==> src/rtl/nibble_serial_adder.sv <==
// ============================================================================
//  Module   : nibble_serial_adder
//  Brief    : Multi-cycle WIDTH-bit adder/subtractor, one 4-bit slice per clock,
//             LSB slice first, carry rippled through a register. Exports
//             active-low group generate/propagate like the lookahead unit.
//             Optional early termination: define NIBBLE_SERIAL_EARLY_DONE_EN.
//  Revision : 1.0 - initial release
// ============================================================================
`default_nettype none

module nibble_serial_adder #(
    parameter int WIDTH  = 16,
    parameter int SLICES = WIDTH / 4
) (
    input  logic             clk,
    input  logic             rst,
    input  logic             start,
    input  logic             sub,
    input  logic             cin,
    input  logic [WIDTH-1:0] a,
    input  logic [WIDTH-1:0] b,
    output logic             busy,
    output logic             done,
    output logic [WIDTH-1:0] sum,
    output logic             cout,
    output logic             ovf,
    output logic             zero,
    output logic             pg_n,
    output logic             gg_n
);

    localparam int IDX_W = (SLICES > 1) ? $clog2(SLICES) : 1;
    localparam logic [IDX_W-1:0] c_LAST = IDX_W'(SLICES - 1);

    localparam logic [1:0] S_IDLE = 2'd0;
    localparam logic [1:0] S_RUN  = 2'd1;
    localparam logic [1:0] S_DONE = 2'd2;

    logic [1:0]       r_state;
    logic [IDX_W-1:0] r_idx;
    logic             r_carry;
    logic [WIDTH-1:0] r_a;
    logic [WIDTH-1:0] r_b;
    logic [WIDTH-1:0] r_sum;
    logic             r_cout;
    logic             r_ovf;
    logic             r_zero;
    logic             r_pacc;
    logic             r_gacc;
    logic             r_pg_n;
    logic             r_gg_n;

    logic [IDX_W+1:0] w_base;
    logic [3:0]       w_sa;
    logic [3:0]       w_sb;
    logic [4:0]       w_ssum;
    logic [3:0]       w_g;
    logic [3:0]       w_p;
    logic             w_sg;
    logic             w_sp;
    logic             w_c_msb;
    logic             w_last;
    logic             w_early;
    logic             w_finish;
    logic [WIDTH-1:0] w_sum_next;

    assign w_base = {r_idx, 2'b00};
    assign w_sa   = r_a[w_base +: 4];
    assign w_sb   = r_b[w_base +: 4];
    assign w_ssum = {1'b0, w_sa} + {1'b0, w_sb} + {4'b0000, r_carry};

    // Carry into bit 3 of the slice recovered from the sum bit, used for ovf.
    assign w_c_msb = w_sa[3] ^ w_sb[3] ^ w_ssum[3];

    assign w_g  = w_sa & w_sb;
    assign w_p  = w_sa | w_sb;
    assign w_sg = w_g[3] | (w_p[3] & w_g[2]) | (w_p[3] & w_p[2] & w_g[1])
                | (w_p[3] & w_p[2] & w_p[1] & w_g[0]);
    assign w_sp = &w_p;

    assign w_last = (r_idx == c_LAST);

`ifdef NIBBLE_SERIAL_EARLY_DONE_EN
    logic [SLICES-1:0] w_slice_zero;
    logic [SLICES-1:0] w_above;
    logic              w_upper_zero;

    for (genvar i = 0; i < SLICES; i++) begin : g_upper
        assign w_slice_zero[i] = (r_a[4*i +: 4] == 4'h0) && (r_b[4*i +: 4] == 4'h0);
        assign w_above[i]      = (IDX_W'(i) > r_idx);
    end

    // Zero upper slices with no carry leaving this slice cannot change the result.
    assign w_upper_zero = &(w_slice_zero | ~w_above);
    assign w_early      = w_upper_zero && !w_ssum[4] && !w_last;
`else
    assign w_early = 1'b0;
`endif

    assign w_finish = w_last || w_early;

    always_comb begin
        w_sum_next = r_sum;
        w_sum_next[w_base +: 4] = w_ssum[3:0];
`ifdef NIBBLE_SERIAL_EARLY_DONE_EN
        for (int i = 0; i < SLICES; i++) begin
            if (w_early && w_above[i]) begin
                w_sum_next[4*i +: 4] = 4'h0;
            end
        end
`endif
    end

    always_ff @(posedge clk or posedge rst) begin
        if (rst) begin
            r_state <= S_IDLE;
            r_idx   <= '0;
            r_carry <= 1'b0;
            r_a     <= '0;
            r_b     <= '0;
            r_sum   <= '0;
            r_cout  <= 1'b0;
            r_ovf   <= 1'b0;
            r_zero  <= 1'b1;
            r_pacc  <= 1'b1;
            r_gacc  <= 1'b0;
            r_pg_n  <= 1'b1;
            r_gg_n  <= 1'b1;
        end else begin
            case (r_state)
                S_IDLE: begin
                    if (start) begin
                        r_a     <= a;
                        r_b     <= b ^ {WIDTH{sub}};
                        r_carry <= sub | cin;
                        r_idx   <= '0;
                        r_pacc  <= 1'b1;
                        r_gacc  <= 1'b0;
                        r_state <= S_RUN;
                    end
                end
                S_RUN: begin
                    r_sum   <= w_sum_next;
                    r_carry <= w_ssum[4];
                    r_pacc  <= r_pacc & w_sp;
                    r_gacc  <= w_sg | (w_sp & r_gacc);
                    if (w_finish) begin
                        r_zero  <= (w_sum_next == '0);
                        r_state <= S_DONE;
                        if (w_early) begin
                            // All-zero upper slices kill both group terms.
                            r_cout <= 1'b0;
                            r_ovf  <= 1'b0;
                            r_pg_n <= 1'b1;
                            r_gg_n <= 1'b1;
                        end else begin
                            r_cout <= w_ssum[4];
                            r_ovf  <= w_c_msb ^ w_ssum[4];
                            r_pg_n <= ~(r_pacc & w_sp);
                            r_gg_n <= ~(w_sg | (w_sp & r_gacc));
                        end
                    end else begin
                        r_idx <= r_idx + 1'b1;
                    end
                end
                S_DONE: begin
                    r_state <= S_IDLE;
                end
                default: begin
                    r_state <= S_IDLE;
                end
            endcase
        end
    end

    assign busy = (r_state == S_RUN);
    assign done = (r_state == S_DONE);
    assign sum  = r_sum;
    assign cout = r_cout;
    assign ovf  = r_ovf;
    assign zero = r_zero;
    assign pg_n = r_pg_n;
    assign gg_n = r_gg_n;

endmodule

`default_nettype wire

==> config.mk <==
export PLATFORM = sky130hd
export DESIGN_NAME = nibble_serial_adder
export DESIGN_NICKNAME = d
export VERILOG_FILES = /design/src/rtl/nibble_serial_adder.sv
export SDC_FILE = /design/constraint.sdc
export NUM_CORES = 1
export LEC_CHECK = 0
export BUFFER_PORTS_ARGS = -buffer_cell sky130_fd_sc_hd__clkbuf_2
export CORE_UTILIZATION = 55
export DETAILED_ROUTE_END_ITERATION = 10
export HOLD_SLACK_MARGIN = 0.05
export PLACE_DENSITY = 0.79
export SKIP_CTS_REPAIR_TIMING = 1
export SYNTH_ARGS = -nofsm -noshare
export SYNTH_HDL_FRONTEND = slang
export SYNTH_SLANG_ARGS = --single-unit
==> constraint.sdc <==
create_clock -name clk -period 3.3 [get_ports clk]
set_clock_uncertainty 0.15 [all_clocks]
set_input_delay 0.825 -clock clk [delete_from_list [all_inputs] [get_ports clk]]
set_output_delay 0.825 -clock clk [all_outputs]
set_load 0.05 [all_outputs]
==> metrics.csv <==
metric,value,unit
status,finished clean,
core_area,5540,sq um
slowest_stage,mux4_2,
r2r_cells,8,
ys_seq_elements,60,
die_h,77.9,um
synthesis.nets,346,
yosys.area_share.simple,0.120,
hold_depth,2,
cts_root_buf,clkbuf_8,
synth_top_family_by_area,multiplexers,
htree_levels,3,
ant_nets,0,
drtIter0Drc,123,
portBuffers,59,
tns,0,ns
criticalPathCategory,reg -> reg,
setup_violations,0,
routed_wl,6340,um
grt_pass1_wl,10800,um
dpl.hpwl,4670,um
gr-total-overflow,0,
area_delta_synth_final,17.3,%
grt_max_degree,54,
yosysTopAreaCell,dfrtp_1,
ios,60,
clockBufferDepth,2,
diodes,0,
synth_cells,293,
holdWs,0.335,ns
path_cells,mux4_2 -> fa_1 -> inv_1 -> fa_1 -> nand2_1 -> o21ai_0 -> and4_1 -> a32o_1,
worst-path-max-fanout,5,
seq_area_frac_synth,0.476,
grt_use_total,0.233,
std_cell_rows,27,
tritoncts,built,
yosys.area_share.adder,0.0679,
slowest_delay,0.57,ns
fill_cells,464,
synthTopCellsByArea,"dfrtp_1 (44%), mux2_2 (6.4%), mux4_2 (5.7%)",
rsz0062_at_grt,false,
avgViaCountPerCell,5.37,
synth-compound-area-share,0.109,
die_x,77.9,um
drive_gt1_frac,0.322,
synth.most_common_cell,dfrtp_1,
fmax,0.347,GHz
max_slew_margin,0.429,
numCtsBuffers,9,
gp_congestion,0.874,
num_vias,2336,
synth_edf_count,0,
critical_path.most_common_cell,fa_1,
synth-xor-area-share,0.0525,
start_util,0.572,
fin_nets,411,
netlist_area,3170,sq um
finalCritPeriodShare,0.874,
ys.flop_type,dfrtp_1,
synthArstFlopShare,1.00,
synthDistinctLibCells,44,
clk_pin_slew_worst_paths,0.06,ns
synth_commonest_cells,"dfrtp_1 (56), nand2_1 (30), nor2_1 (29), a21oi_1 (22), inv_1 (21)",
synth.avg_cell_area,10.8,sq um
insertion_delay,0.33,ns
worst_slew_pin_slew,0.856,ns
stdcell_area,3710,sq um
grt_pass1_vias,2361,
wl_per_cell,14.6,um
drv_slew,0,
required,3.41,ns
post-route-drc-count,0,
muxShareOfSynthArea,0.124,
endpoint_kind,flop,
start_kind,flop,
cts_sinks,60,
die_area,6070,sq um
drt_first_pass_iters,4,
maxCapViolCount,0,
ys_warn_count,0,
hold_class,reg -> reg,
layout_min_cycle_time,2.88,ns
worstPathArrival,3.00,ns
synth_top_area_share,0.442,
antenna_found_initial,0,
finalHoldViolations,0,
placed_area,3540,sq um
==> registers in the layout, summed over array words and instances, names as in the netlist <==
name / count
r_pacc: 1
ovf: 1
cout: 1
r_b: 16
sum: 16
r_gacc: 1
gg_n: 1
r_state: 2
r_a: 16
zero: 1
pg_n: 1
r_carry: 1
r_idx: 2
==> metrics by stage <==
stage          cells  setup WS (ns)  utilization
2_1_floorplan    293          0.285            -
3_3_place_gp     419          0.519        0.639
3_5_place_dp     419          0.440        0.639
4_1_cts          435          0.418        0.671
5_1_grt          435          0.271        0.671
6_report         435          0.416        0.671
==> area by class of cell <==
type | instances | area [sq um] | area share
clock buffers | 14 | 163 | 0.0438
clock inverters | 2 | 10.0 | 0.00269
inverters | 23 | 91.3 | 0.0246
multi-input cells | 198 | 1510 | 0.406
flip-flops and latches | 60 | 1510 | 0.406
well taps | 72 | 90.1 | 0.0243
repair buffers | 66 | 348 | 0.0936
==> placed cells by master, fill, tap and decap left out, types with 14 or more instances in the layout <==
cell type  netlist  routed
inv_1           21      20
nor2_1          29      29
clkbuf_2         0      59
mux2_2          18      18
dfrtp_1         56      56
a21oi_1         22      22
xnor2_1         18      18
ha_1            14      14
o21ai_0         14      14
nand2_1         30      30
==> path summary, 6_finish.rpt <==
path	start	end	slack, ns
worst max-delay path	r_idx[0]$_DFFE_PP0P_	zero$_DFFE_PP1P_	0.42
worst min-delay path	r_pacc$_DFFE_PP1P_	r_pacc$_DFFE_PP1P_	0.34
worst max register to register	r_idx[0]$_DFFE_PP0P_	zero$_DFFE_PP1P_	0.42
worst min register to register	r_pacc$_DFFE_PP1P_	r_pacc$_DFFE_PP1P_	0.34
max in group asynchronous	rst	r_b[12]$_DFFE_PP0P_	1.82
min in group asynchronous	rst	sum[14]$_DFFE_PP0P_	0.50
==> critical path, delay by kind of cell (launching register included) <==
family	cells	cell delay, ns
adders and majority gates	2	0.94
muxes	1	0.57
DFF	1	0.43
and+or+nand+nor	2	0.33
AOI/OAI and AO/OA	2	0.29
buffers and inverters	1	0.10
==> layer usage <==
metal / GRT usage / vias up / wire length (um)
li1: - / 1138 / -
met1: 0.288 / 1122 / 2750
met2: 0.394 / 69 / 3210
met3: 0.0682 / 7 / 313
met4: 0.0759 / 0 / 72
met5: 0 / - / 0
==> cells by family after synthesis <==
family / count (synthesis)
AND/OR/NAND/NOR: 79
flip-flops: 60
AO/OA/AOI/OAI: 57
buffers and inverters: 35
multiplexers: 27
XOR/XNOR: 19
adder cells (fa/ha/maj): 16
Power is not shown: default switching activity piles up to over one toggle a cycle in this logic, so the estimate is an artifact.
